[src/rtl/npc_pkg.sv]
// Shared definitions for the NPC dead-time stage.
//   - NPC_P/NPC_O/NPC_N : raw leg commands from the modulator (bit3..0 = S1..S4)
//   - leg_st_e          : per-leg sequencer state
//   - GATE_*            : registered gate pattern driven in each state
//   - cmd_valid/cmd2st/gate_of : decode helpers shared by the leg FSM
package npc_pkg;

  localparam logic [3:0] NPC_P = 4'b1100;
  localparam logic [3:0] NPC_O = 4'b0110;
  localparam logic [3:0] NPC_N = 4'b0011;

  typedef enum logic [2:0] {
    ST_OFF = 3'd0,
    ST_P   = 3'd1,
    ST_DH  = 3'd2,   // dead step between P and O
    ST_O   = 3'd3,
    ST_DL  = 3'd4,   // dead step between O and N
    ST_N   = 3'd5
  } leg_st_e;

  localparam logic [3:0] GATE_OFF = 4'b0000;
  localparam logic [3:0] GATE_P   = 4'b1100;
  localparam logic [3:0] GATE_DH  = 4'b0100;
  localparam logic [3:0] GATE_O   = 4'b0110;
  localparam logic [3:0] GATE_DL  = 4'b0010;
  localparam logic [3:0] GATE_N   = 4'b0011;

  function automatic logic cmd_valid(input logic [3:0] c);
    return (c == NPC_P) || (c == NPC_O) || (c == NPC_N);
  endfunction

  // Only meaningful when cmd_valid(c); anything else maps to O.
  function automatic leg_st_e cmd2st(input logic [3:0] c);
    case (c)
      NPC_P:   return ST_P;
      NPC_N:   return ST_N;
      default: return ST_O;
    endcase
  endfunction

  function automatic logic [3:0] gate_of(input leg_st_e s);
    case (s)
      ST_P:    return GATE_P;
      ST_DH:   return GATE_DH;
      ST_O:    return GATE_O;
      ST_DL:   return GATE_DL;
      ST_N:    return GATE_N;
      default: return GATE_OFF;
    endcase
  endfunction

endpackage

[src/rtl/npc_dt_leg.sv]
// One NPC leg: level sequencer with dead-time counter.
//   clk, rst      : clock, async active-high reset
//   ce            : enable; low forces OFF on the next edge
//   cmd[3:0]      : raw command (S1..S4)
//   gate[3:0]     : registered shoot-through-safe gates
//   dt_active     : leg in DH/DL, or waiting in OFF with ce high
//   fault         : sticky invalid-command flag (only with NPC_DT_FAULT_EN,
//                   otherwise tied 0 and invalid commands are ignored)
module npc_dt_leg
  import npc_pkg::*;
#(
  parameter int DT_CYCLES = 50,
  parameter int DT_W      = 8
) (
  input  logic       clk,
  input  logic       rst,
  input  logic       ce,
  input  logic [3:0] cmd,
  output logic [3:0] gate,
  output logic       dt_active,
  output logic       fault
);

  localparam logic [DT_W-1:0] DT_LD = DT_W'(DT_CYCLES - 1);

  leg_st_e         st_q, st_nxt;
  logic [DT_W-1:0] cnt_q, cnt_nxt;
  logic            arm_q, arm_nxt;     // OFF-wait countdown in progress
  leg_st_e         last_q;             // last valid commanded level
  logic            have_q;             // a valid command has been seen
  logic            cmd_vld;
  leg_st_e         tgt;
  logic            tgt_ok;

  // Invalid commands fall back to the last valid target.
  assign cmd_vld = cmd_valid(cmd);
  assign tgt     = cmd_vld ? cmd2st(cmd) : last_q;
  assign tgt_ok  = cmd_vld | have_q;

`ifdef NPC_DT_FAULT_EN
  logic flt_q, flt_nxt;
  assign fault = flt_q;
`else
  assign fault = 1'b0;
`endif

  always_comb begin
    st_nxt  = st_q;
    cnt_nxt = cnt_q;
    arm_nxt = arm_q;
`ifdef NPC_DT_FAULT_EN
    flt_nxt = flt_q;
`endif
    if (!ce) begin
      st_nxt  = ST_OFF;
      cnt_nxt = '0;
      arm_nxt = 1'b0;
    end else begin
      case (st_q)
        ST_OFF: begin
          if (!arm_q) begin
            if (tgt_ok) begin
              arm_nxt = 1'b1;
              cnt_nxt = DT_LD;
            end
          end else if (cnt_q != '0) begin
            cnt_nxt = cnt_q - DT_W'(1);
          end else begin
            // Level sampled at expiry is entered directly.
            st_nxt  = tgt;
            arm_nxt = 1'b0;
          end
        end
        ST_P, ST_O, ST_N: begin
          if (tgt != st_q) begin
            cnt_nxt = DT_LD;
            if (st_q == ST_P)      st_nxt = ST_DH;
            else if (st_q == ST_N) st_nxt = ST_DL;
            else                   st_nxt = (tgt == ST_P) ? ST_DH : ST_DL;
          end
        end
        ST_DH: begin
          if (cnt_q != '0) cnt_nxt = cnt_q - DT_W'(1);
          else             st_nxt  = (tgt == ST_P) ? ST_P : ST_O;
        end
        ST_DL: begin
          if (cnt_q != '0) cnt_nxt = cnt_q - DT_W'(1);
          else             st_nxt  = (tgt == ST_N) ? ST_N : ST_O;
        end
        default: begin
          st_nxt  = ST_OFF;
          cnt_nxt = '0;
          arm_nxt = 1'b0;
        end
      endcase
    end
`ifdef NPC_DT_FAULT_EN
    // Latched fault parks the leg in OFF regardless of ce until reset.
    if (flt_q || (ce && !cmd_vld)) begin
      flt_nxt = 1'b1;
      st_nxt  = ST_OFF;
      cnt_nxt = '0;
      arm_nxt = 1'b0;
    end
`endif
  end

  always_ff @(posedge clk or posedge rst) begin
    if (rst) begin
      st_q   <= ST_OFF;
      cnt_q  <= '0;
      arm_q  <= 1'b0;
      last_q <= ST_O;
      have_q <= 1'b0;
      gate   <= GATE_OFF;
`ifdef NPC_DT_FAULT_EN
      flt_q  <= 1'b0;
`endif
    end else begin
      st_q  <= st_nxt;
      cnt_q <= cnt_nxt;
      arm_q <= arm_nxt;
      gate  <= gate_of(st_nxt);
      if (cmd_vld) begin
        last_q <= cmd2st(cmd);
        have_q <= 1'b1;
      end
`ifdef NPC_DT_FAULT_EN
      flt_q <= flt_nxt;
`endif
    end
  end

  assign dt_active = (st_q == ST_DH) || (st_q == ST_DL) ||
                     ((st_q == ST_OFF) && ce && !fault);

endmodule

[src/rtl/npc_deadtime.sv]
// Dead-time insertion for a three-level NPC bridge (three independent legs).
//   clk, rst                  : clock, async active-high reset
//   ce                        : output enable (low -> all gates off)
//   NPC_outa/b/c[3:0]         : raw leg commands from DCMG, bit3..0 = S1..S4
//   gate_a/b/c[3:0]           : dead-time-safe gates, bit3..0 = S1..S4
//   dt_active[2:0]            : {c,b,a} leg in dead or OFF-wait state
//   fault[2:0]                : {c,b,a} sticky invalid-command flag
// Optional: define NPC_DT_FAULT_EN to latch invalid commands as faults.
module npc_deadtime #(
  parameter int DT_CYCLES = 50,
  parameter int DT_W      = 8
) (
  input  logic       clk,
  input  logic       rst,
  input  logic       ce,
  input  logic [3:0] NPC_outa,
  input  logic [3:0] NPC_outb,
  input  logic [3:0] NPC_outc,
  output logic [3:0] gate_a,
  output logic [3:0] gate_b,
  output logic [3:0] gate_c,
  output logic [2:0] dt_active,
  output logic [2:0] fault
);

  localparam int NUM_LEGS = 3;

  logic [NUM_LEGS-1:0][3:0] cmd_v;
  logic [NUM_LEGS-1:0][3:0] gate_v;

  assign cmd_v = {NPC_outc, NPC_outb, NPC_outa};

  for (genvar i = 0; i < NUM_LEGS; i++) begin : g_leg
    npc_dt_leg #(
      .DT_CYCLES (DT_CYCLES),
      .DT_W      (DT_W)
    ) u_leg (
      .clk       (clk),
      .rst       (rst),
      .ce        (ce),
      .cmd       (cmd_v[i]),
      .gate      (gate_v[i]),
      .dt_active (dt_active[i]),
      .fault     (fault[i])
    );
  end

  assign gate_a = gate_v[0];
  assign gate_b = gate_v[1];
  assign gate_c = gate_v[2];

endmodule
[config.mk]
export PLATFORM = sky130hd
export DESIGN_NAME = npc_deadtime
export DESIGN_NICKNAME = d
export VERILOG_FILES = /design/src/rtl/npc_pkg.sv /design/src/rtl/npc_dt_leg.sv /design/src/rtl/npc_deadtime.sv
export SDC_FILE = /design/constraint.sdc
export NUM_CORES = 1
export LEC_CHECK = 0
export BUFFER_PORTS_ARGS = -buffer_cell sky130_fd_sc_hd__buf_2
export CAP_MARGIN = 20
export CORE_ASPECT_RATIO = 0.7
export CORE_MARGIN = 2
export CORE_UTILIZATION = 42
export DETAILED_ROUTE_END_ITERATION = 10
export HOLD_SLACK_MARGIN = 0.03
export SLEW_MARGIN = 20
export SYNTH_ARGS = -nofsm -noshare
export SYNTH_HDL_FRONTEND = slang
export SYNTH_SLANG_ARGS = --single-unit
export TNS_END_PERCENT = 50
[constraint.sdc]
create_clock -name clk -period 5.4 [get_ports clk]
set_clock_uncertainty 0.15 [all_clocks]
set_input_delay 1.08 -clock clk [delete_from_list [all_inputs] [get_ports clk]]
set_output_delay 1.08 -clock clk [all_outputs]
set_load 0.01 [all_outputs]
# --- Word-level counts from Yosys, hierarchy flattened ---
# Index checks and enable logic that the tools add are counted.
totals:
  register_bits: 60
  in_bits: 15
op_classes:
  add_sub_neg: 3
  n_eq_ne: 57
  muxes: 78
  n_bitwise: 3
  n_reduce_logical: 33
ops:
  columns: ["cell", "count"]
  rows:
  - ["$mux 8", 15]
  - ["$mux 3", 33]
  - ["$pmux 8 s3", 3]
  - ["$pmux 4 s5", 3]
  - ["$eq 3x3->1 const B", 15]
  - ["$eq 3x2->1 const B", 12]
  - ["$pmux 3 s4", 3]
  - ["$eq 3x1->1 const B", 9]
  - ["$reduce_bool 8->1", 3]
  - ["$sub 8x1->8 const B", 3]
  - ["$pmux 3 s2", 3]
  - ["$reduce_or 5->1", 3]
  - ["$eq 4x2->1 const B", 3]
  - ["$eq 4x3->1 const B", 3]
  - ["$eq 4x4->1 const B", 3]
  - ["$logic_or 1x1->1", 12]
  - ["$mux 1", 12]
  - ["$ne 4x2->1 const B", 3]
  - ["$logic_not 3->1", 3]
  - ["$ne 3x2->1 const B", 3]
  - ["$ne 3x3->1", 3]
  - ["$reduce_or 3->1", 3]
  - ["$mux 2", 3]
  - ["$ne 2x2->1 const B", 3]
  - ["other kinds (5)", 15]

# --- Longest topological paths before layout ---
# Gate-level depths: netlist of the first run.
depth:
  word_depth: 13
  mapped_depth: 9
  mapped_depth_nobuf: 8

# --- Modules after synthesis ---
# Synthesis of the first run repeated with hierarchy kept, for this count alone.
hier_totals:
  hier_cells: 452
  hier_area_um2: 3978.8
by_module_without_submodules:
  columns: ["mod", "n_inst", "cells_each", "area_per_inst_um2", "seq_area_each_um2"]
  rows:
  - ["npc_dt_leg (g_leg[0].u_leg ...)", 2, 147, 1340.0, 503.0]
  - ["npc_dt_leg (g_leg[2].u_leg)", 1, 158, 1298.7, 503.0]

# --- Worst setup path after synthesis of the first run ---
# OpenSTA, ideal clock, no wires.
synth_path:
  kind: "in2out"
  startpoint: "input ce"
  endpoint: "output dt_active[0]"
  arrival_time_ps: 1940
  t_required_ps: 4170
  setup_slack_ps: 2230
  path_stages: 5
  path_cell_list: "clkbuf_1 buf_1 nor3_1 nor3_1 buf_4"
synth_via:
  elab_chain_len: 2
synth_lines:
  columns: ["element", "line", "rtl"]
  rows:
  - ["start, declared", "npc_deadtime.sv:15", "input logic ce,"]
  - ["$logic_and 1x1->1", "npc_dt_leg.sv:135", "((st_q == ST_OFF) && ce && !fault);"]
  - ["$logic_or 1x1->1", "npc_dt_leg.sv:134", "assign dt_active = (st_q == ST_DH) || (st_q == ST_DL) ||"]
  - ["end, declared", "npc_deadtime.sv:22", "output logic [2:0] dt_active,"]
# No other way between the ends.

# --- Final worst setup path of the first run ---
# Same ends and word-level chain as after synthesis.

==> impl_results.md, run 1 <==
- Outcome: finished clean
- Fmax: 316 MHz
- LEAKAGE: 2.06 nW
- Die Footprint: 10900 um^2
- Cell area after layout: 4770 um^2
- Final period util: 0.586
- RSZ-0062 raised after global routing: false
- Power, Total: 2.31 mW
- Core Box Area: 9760 um^2
- CP Launch Type: input pin
- PostCTS Resize Cnt: 0
- Xor/xnor share of the synthesized area: 0.0310
- Slowest cell on crit path: buf_2
- Worst-Skew Late Latency: 320 ps
- Dpl cells: 642
- Ports: 33
- Flop and latch count out of synthesis: 60
- ANT cells: 0
- Post-DP HPWL: 7260 um
- Cell Count, Final, Fillers Out: 658
- Register area share after synthesis: 0.356
- Largest family of logic cells by synthesized area: simple AND/OR/NAND/NOR gates
- Final setup violation count: 0
- Syn Area/Cell: 8.31 um^2
- Final Hold Fails: 0
- Final wirelength: 10000 um
- CP arrival: 1940 ps
- Reg clk slew, reported paths: 50 ps
- Hold buffer count at CTS: 0
- Vias: 3819
- First-pass GRT wire length: 17100 um
- Worst hold-check path type: flop to flop
- Post-synth design cell area: 4240 um^2
- Slew headroom: 0.557
- Buf+Inv Stages, Crit Path: 2
- Maxcap violations: 0
- CTS buffer count: 9
- Average vias per placed instance: 5.80
- CTS max path bufs: 2
- Worst Path Max Fanout: 19
- Worst ir drop on vdd: 0.169 mV
- Post-synthesis mux area share: 0.00502
- Post-synth ARST share: 1.00
- Die Y: 88.1 um
- Initial Util: 0.434
- Routed Antenna Nets: 0
- Placement Cell Area: 4410 um^2
- Number of port buffers: 29
- Worst-Margin Slew: 664 ps
- Largest net degree at the start of global routing: 49
- Adder-cell share of the synthesized area: 0.0177
- Die width: 124 um
- GPL Wtd Cong: 0.869
- Clk Tree Root Cell: clkbuf_16
- Drt first pass iters: 5
- Vias in the first global route: 3541
- Synth Area in Compound Gates: 0.228
- Crit end category: primary output
- All-Layer GR Usage: 0.198
- Antenna violations before repair: 0
- 1st-iter DRT viols: 281
- # clock sinks: 60
- Setup WS post-layout: 2230 ps
- Ys flop type: dfrtp_1
- Dpl ws: 2000 ps
- Simple-gate share of the synthesized area: 0.296
- Util after Layout: 0.488
- Layout overhead on the synthesized area: 12.4%
- Hold_ws: 332 ps
- CP Cell Sequence: buf_2 -> nor3_1 -> nor3_1 -> buf_2
- Grt total ovfl: 0
- CTS tree: built
- CP max stage delay: 350 ps
- Post-synth cell types: 80
- Yosys warnings: 0
- # DRC: 0
- Worst EP required: 4170 ps
- Postcts setup bufs: 0
- Htree depth: 3
- Row count: 30
- Routed length per instance: 15.2 um
- Final #Nets: 546
- Post-synth EDFFs: 0
- Final Slew Violations: 0
- Mapped Cells: 510
- Post-layout minimum cycle time: 3170 ps
- Setup TNS: 0 ps
- Largest delay contributor family on the critical path: buffers and inverters
- Worst Setup Path Type: input pin to primary output
- PD cells: 485 nW/um^2
- Share of layout cells above drive strength 1: 0.132
synth_stat cells, types with 3 or more instances:
library cell,instances,area share
o311ai_0,4,0.0083
or3_1,8,0.012
nand3b_1,4,0.0071
a21oi_1,26,0.031
nor2b_1,17,0.025
or2_1,3,0.0044
xnor2_1,9,0.019
o21bai_1,4,0.0071
nor2_1,40,0.035
o21ai_0,24,0.028
nand3_1,17,0.020
buf_2,6,0.0071
o21a_1,4,0.0071
xor2_1,6,0.012
buf_4,7,0.012
dfstp_2,6,0.037
dfrtp_1,54,0.32
clkbuf_1,12,0.011
a22o_1,6,0.012
nand4b_1,3,0.0062
nand2_1,39,0.035
inv_1,34,0.030
and4bb_2,3,0.0089
o21ai_1,10,0.012
nand2b_1,15,0.022
a31oi_1,21,0.031
nor4_1,6,0.0089
nor3b_1,8,0.014
o22ai_1,5,0.0074
nor3_1,26,0.031
a211oi_1,4,0.0071
o2bb2ai_1,4,0.0083
a22oi_1,4,0.0071
and2_1,8,0.012
ha_1,6,0.018
placed cells by master, fill, tap and decap left out, types with 15 or more instances in the layout:
cell type and count:
nand3_1 17, nor2b_1 17, inv_1 33, o21ai_0 24
buf_2 29, nor3_1 26, a21oi_1 26, dfrtp_1 54
nand2_1 39, nor2_1 40, nand2b_1 15, a31oi_1 21
layer usage:
| layer | wire length, um | track usage | up-vias |
|---|---|---|---|
| met1 | 5260 | 0.298 | 1835 |
| li1 | - | - | 1884 |
| met5 | 0 | 0 | - |
| met2 | 4210 | 0.278 | 91 |
| met3 | 477 | 0.0521 | 9 |
| met4 | 80 | 0.0582 | 0 |
registers in the layout, summed over array words and instances, names as in the netlist:
name / count
g_leg.u_leg.arm_q: 3
g_leg.u_leg.cnt_q: 24
g_leg.u_leg.gate: 12
g_leg.u_leg.have_q: 3
g_leg.u_leg.last_q: 9
g_leg.u_leg.st_q: 9
power breakdown:
group	total [mW]	internal [mW]	switching (mW)	leakage, nW
Combinational	0.919	0.397	0.522	1.13
Sequential	0.723	0.565	0.158	0.763
Clock	0.670	0.475	0.195	0.173
worst reg2reg max path, cell delays in order, from the launching register on:
cell and delay (ps):
dfrtp_1 430, nor4_2 470, nand3_1 450, o311ai_1 470
nand3_1 150, nor3b_1 420, nor3b_1 240
area by class of cell:
type | count | area (um^2)
Clock inverter | 4 | 95.1
Inverter | 35 | 131
Sequential cell | 60 | 1510
Multi-Input combinational cell | 389 | 2460
Fill cell | 954 | 4990
Timing Repair Buffer | 30 | 153
Tap cell | 128 | 160
Clock buffer | 12 | 256
cell families (layout without fill, tap and decap cells):
group	count (synthesis)	in the layout
simple gates	220	220
compound gates	143	143
buf+inv	63	81
flops	60	60
xor+xnor	15	15
fa+ha+maj	6	6
mux	2	2
other cells	1	3
final timing paths:
| path | from | cells past startpoint | slack (ps) | endpoint |
|---|---|---|---|---|
| setup / recovery | ce | 4 | 2230 | dt_active[0] |
| hold / removal | g_leg[2].u_leg.cnt_q[7]$_DFFE_PP0P_ | 1 | 330 | g_leg[2].u_leg.cnt_q[7]$_DFFE_PP0P_ |
| setup reg to reg | g_leg[0].u_leg.cnt_q[2]$_DFFE_PP0P_ | 6 | 2530 | g_leg[0].u_leg.gate[3]$_DFF_PP0_ |
| hold reg to reg | g_leg[2].u_leg.cnt_q[7]$_DFFE_PP0P_ | 1 | 330 | g_leg[2].u_leg.cnt_q[7]$_DFFE_PP0P_ |
| max in group asynchronous | rst | 3 | 3640 | g_leg[2].u_leg.gate[0]$_DFF_PP0_ |
| min in group asynchronous | rst | 2 | 550 | g_leg[0].u_leg.cnt_q[7]$_DFFE_PP0P_ |
Power figures use the tool's default switching activity.
==> run 2, diff against run 1 <==
==> constraint.sdc (replaced) <==
create_clock -name clk -period 2.6 [get_ports clk]
set_clock_uncertainty 0.15 [all_clocks]
set_input_delay 0.52 -clock clk [delete_from_list [all_inputs] [get_ports clk]]
set_output_delay 0.52 -clock clk [all_outputs]
set_load 0.01 [all_outputs]
==> impl_results.md, run 2 (same netlist as run 1, synthesis figures left out) <==
- Cell area after layout: 5190 um^2
- # clock sinks: 60
- Maxcap violations: 0
- Htree depth: 3
- Worst-Skew Late Latency: 330 ps
- Worst ir drop on vdd: 0.442 mV
- Antenna violations before repair: 0
- Die width: 124 um
- First-pass GRT wire length: 17700 um
- Hold buffer count at CTS: 0
- Final Hold Fails: 0
- Initial Util: 0.434
- Largest Register: g_leg.u_leg.cnt_q
- Worst EP required: 2700 ps
- FILL cells: 926
- Largest regs: g_leg.u_leg.cnt_q (24), g_leg.u_leg.gate (12)
- Most frequent cells in the layout: dfrtp_1, buf_4, nor2_1
- Clk Tree Root Cell: clkbuf_16
- Final #Nets: 601
- Core Box Area: 9760 um^2
- Outcome: finished clean
- GPL Wtd Cong: 0.889
- Cell-internal power: 3.11 mW
- Number of flip-flops in the largest register: 24
- CP arrival: 2530 ps
- Switch Pwr: 1.88 mW
- Worst hold-check path type: input pin to asynchronous set/reset pin
- Part of the power in combinational logic: 0.441
- Drt first pass iters: 5
- Routed length per instance: 14.5 um
- Largest net degree at the start of global routing: 61
- Crit end category: flop
- Grt total ovfl: 0
- Dpl ws: -76.0 ps
- Final wirelength: 10300 um
- CTS buffer count: 9
- CTS max path bufs: 2
- Vias: 3972
- CP Launch Type: flop
- Fmax: 411 MHz
- Die Footprint: 10900 um^2
- Post-DP HPWL: 7810 um
- Clock power share: 0.267
- Switching Fraction: 0.378
- Share of layout cells above drive strength 1: 0.215
- CTS tree: built
- RSZ-0062 raised after global routing: false
- LEAKAGE: 2.34 nW
- PD cells: 961 nW/um^2
- Placement Cell Area: 4850 um^2
- Vias in the first global route: 3639
- Layout overhead on the synthesized area: 22.5%
- Ports: 33
- Setup TNS: 0 ps
- Setup WS post-layout: 165 ps
- Row count: 30
- Final setup violation count: 0
- Hold_ws: 87.9 ps
- Number of port buffers: 29
- Worst Setup Path Type: flop to flop
- Die Y: 88.1 um
- Post-layout minimum cycle time: 2430 ps
- Final Slew Violations: 0
- ANT cells: 0
- Reg clk slew, reported paths: 50 ps
- Worst Path Max Fanout: 5
- 1st-iter DRT viols: 304
- Worst-Margin Slew: 518 ps
- # DRC: 0
- Slew headroom: 0.652
- Routed Antenna Nets: 0
- Sequential power share: 0.292
- Final period util: 0.936
- Average vias per placed instance: 5.57
- All-Layer GR Usage: 0.206
-- run 2: cell count changes in the layout (fill, tap and decap cells not counted) --
cell,previous run,this run
buf_12,0,2
and3_2,0,1
and3_1,2,1
buf_4,1,54
bufinv_16,3,2
clkbuf_8,2,3
clkinv_2,1,0
clkinv_4,0,1
-- run 2: area by class of cell --
type	instances	area (um^2)	area share
multi-input cells	389	2460	0.474
flip-flops and latches	60	1510	0.291
repair buffers	85	591	0.114
clock buffers	13	270	0.0520
well taps	128	160	0.0308
inverters	35	131	0.0253
clock inverters	3	68.8	0.0133
-- run 2: power by group through the flow --
stage / Combinational, mW / Clock, mW / Sequential [mW]
floorplan: 1.60 / 0 / 1.39
global placement: 2.15 / 0 / 1.46
detailed placement: 2.17 / 0 / 1.46
CTS: 2.18 / 1.36 / 1.45
global route: 2.48 / 1.41 / 1.50
finish: 2.20 / 1.33 / 1.46
-- run 2: repair_timing --
item / 4_1_cts / 5_1_grt
endpoints found under the setup margin: 0 / 1
endpoints found under the hold margin: 0 / 0
resized for setup: 0 / 1
buffers inserted: 0 / 0
-- run 2: worst paths after layout --
| check | start | to | slack, ps | cells past startpoint |
|---|---|---|---|---|
| worst max register to register | g_leg[2].u_leg.cnt_q[2]$_DFFE_PP0P_ | g_leg[2].u_leg.gate[1]$_DFF_PP0_ | 170 | 8 |
| worst max-delay path | g_leg[2].u_leg.cnt_q[2]$_DFFE_PP0P_ | g_leg[2].u_leg.gate[1]$_DFF_PP0_ | 170 | 8 |
| max in group asynchronous | rst | g_leg[2].u_leg.last_q[0]$_DFF_PP1_ | 1900 | 3 |
| min in group clk | g_leg[1].u_leg.cnt_q[7]$_DFFE_PP0P_ | g_leg[1].u_leg.cnt_q[7]$_DFFE_PP0P_ | 330 | 1 |
| worst min register to register | g_leg[1].u_leg.cnt_q[7]$_DFFE_PP0P_ | g_leg[1].u_leg.cnt_q[7]$_DFFE_PP0P_ | 330 | 1 |
| worst min-delay path | rst | g_leg[2].u_leg.cnt_q[3]$_DFFE_PP0P_ | 90 | 3 |
-- run 2: per-stage QoR --
step	instances	power, mW	util
final	713	4.99	0.532
after global routing	713	5.39	0.532
after CTS	713	5.00	0.532
after detailed placement	697	3.63	0.497
after global placement	697	3.60	0.497
after floorplan	512	2.99	-
-- run 2: per-layer routing --
layer / vias up / global-route usage / part of all wire
met5: - / 0 / 0
met4: 0 / 0.0327 / 0.0062
met3: 8 / 0.0618 / 0.061
met2: 108 / 0.282 / 0.40
met1: 1859 / 0.320 / 0.53
li1: 1997 / - / -
-- run 2: worst max-delay path, stage by stage (launching register included) --
cell     delay [ps]
dfrtp_1         440
nor4_4          370
a41oi_1         160
or4_1           440
o221a_2         260
o21ai_1         170
buf_4           170
nor2_1           40
o21ai_1         160
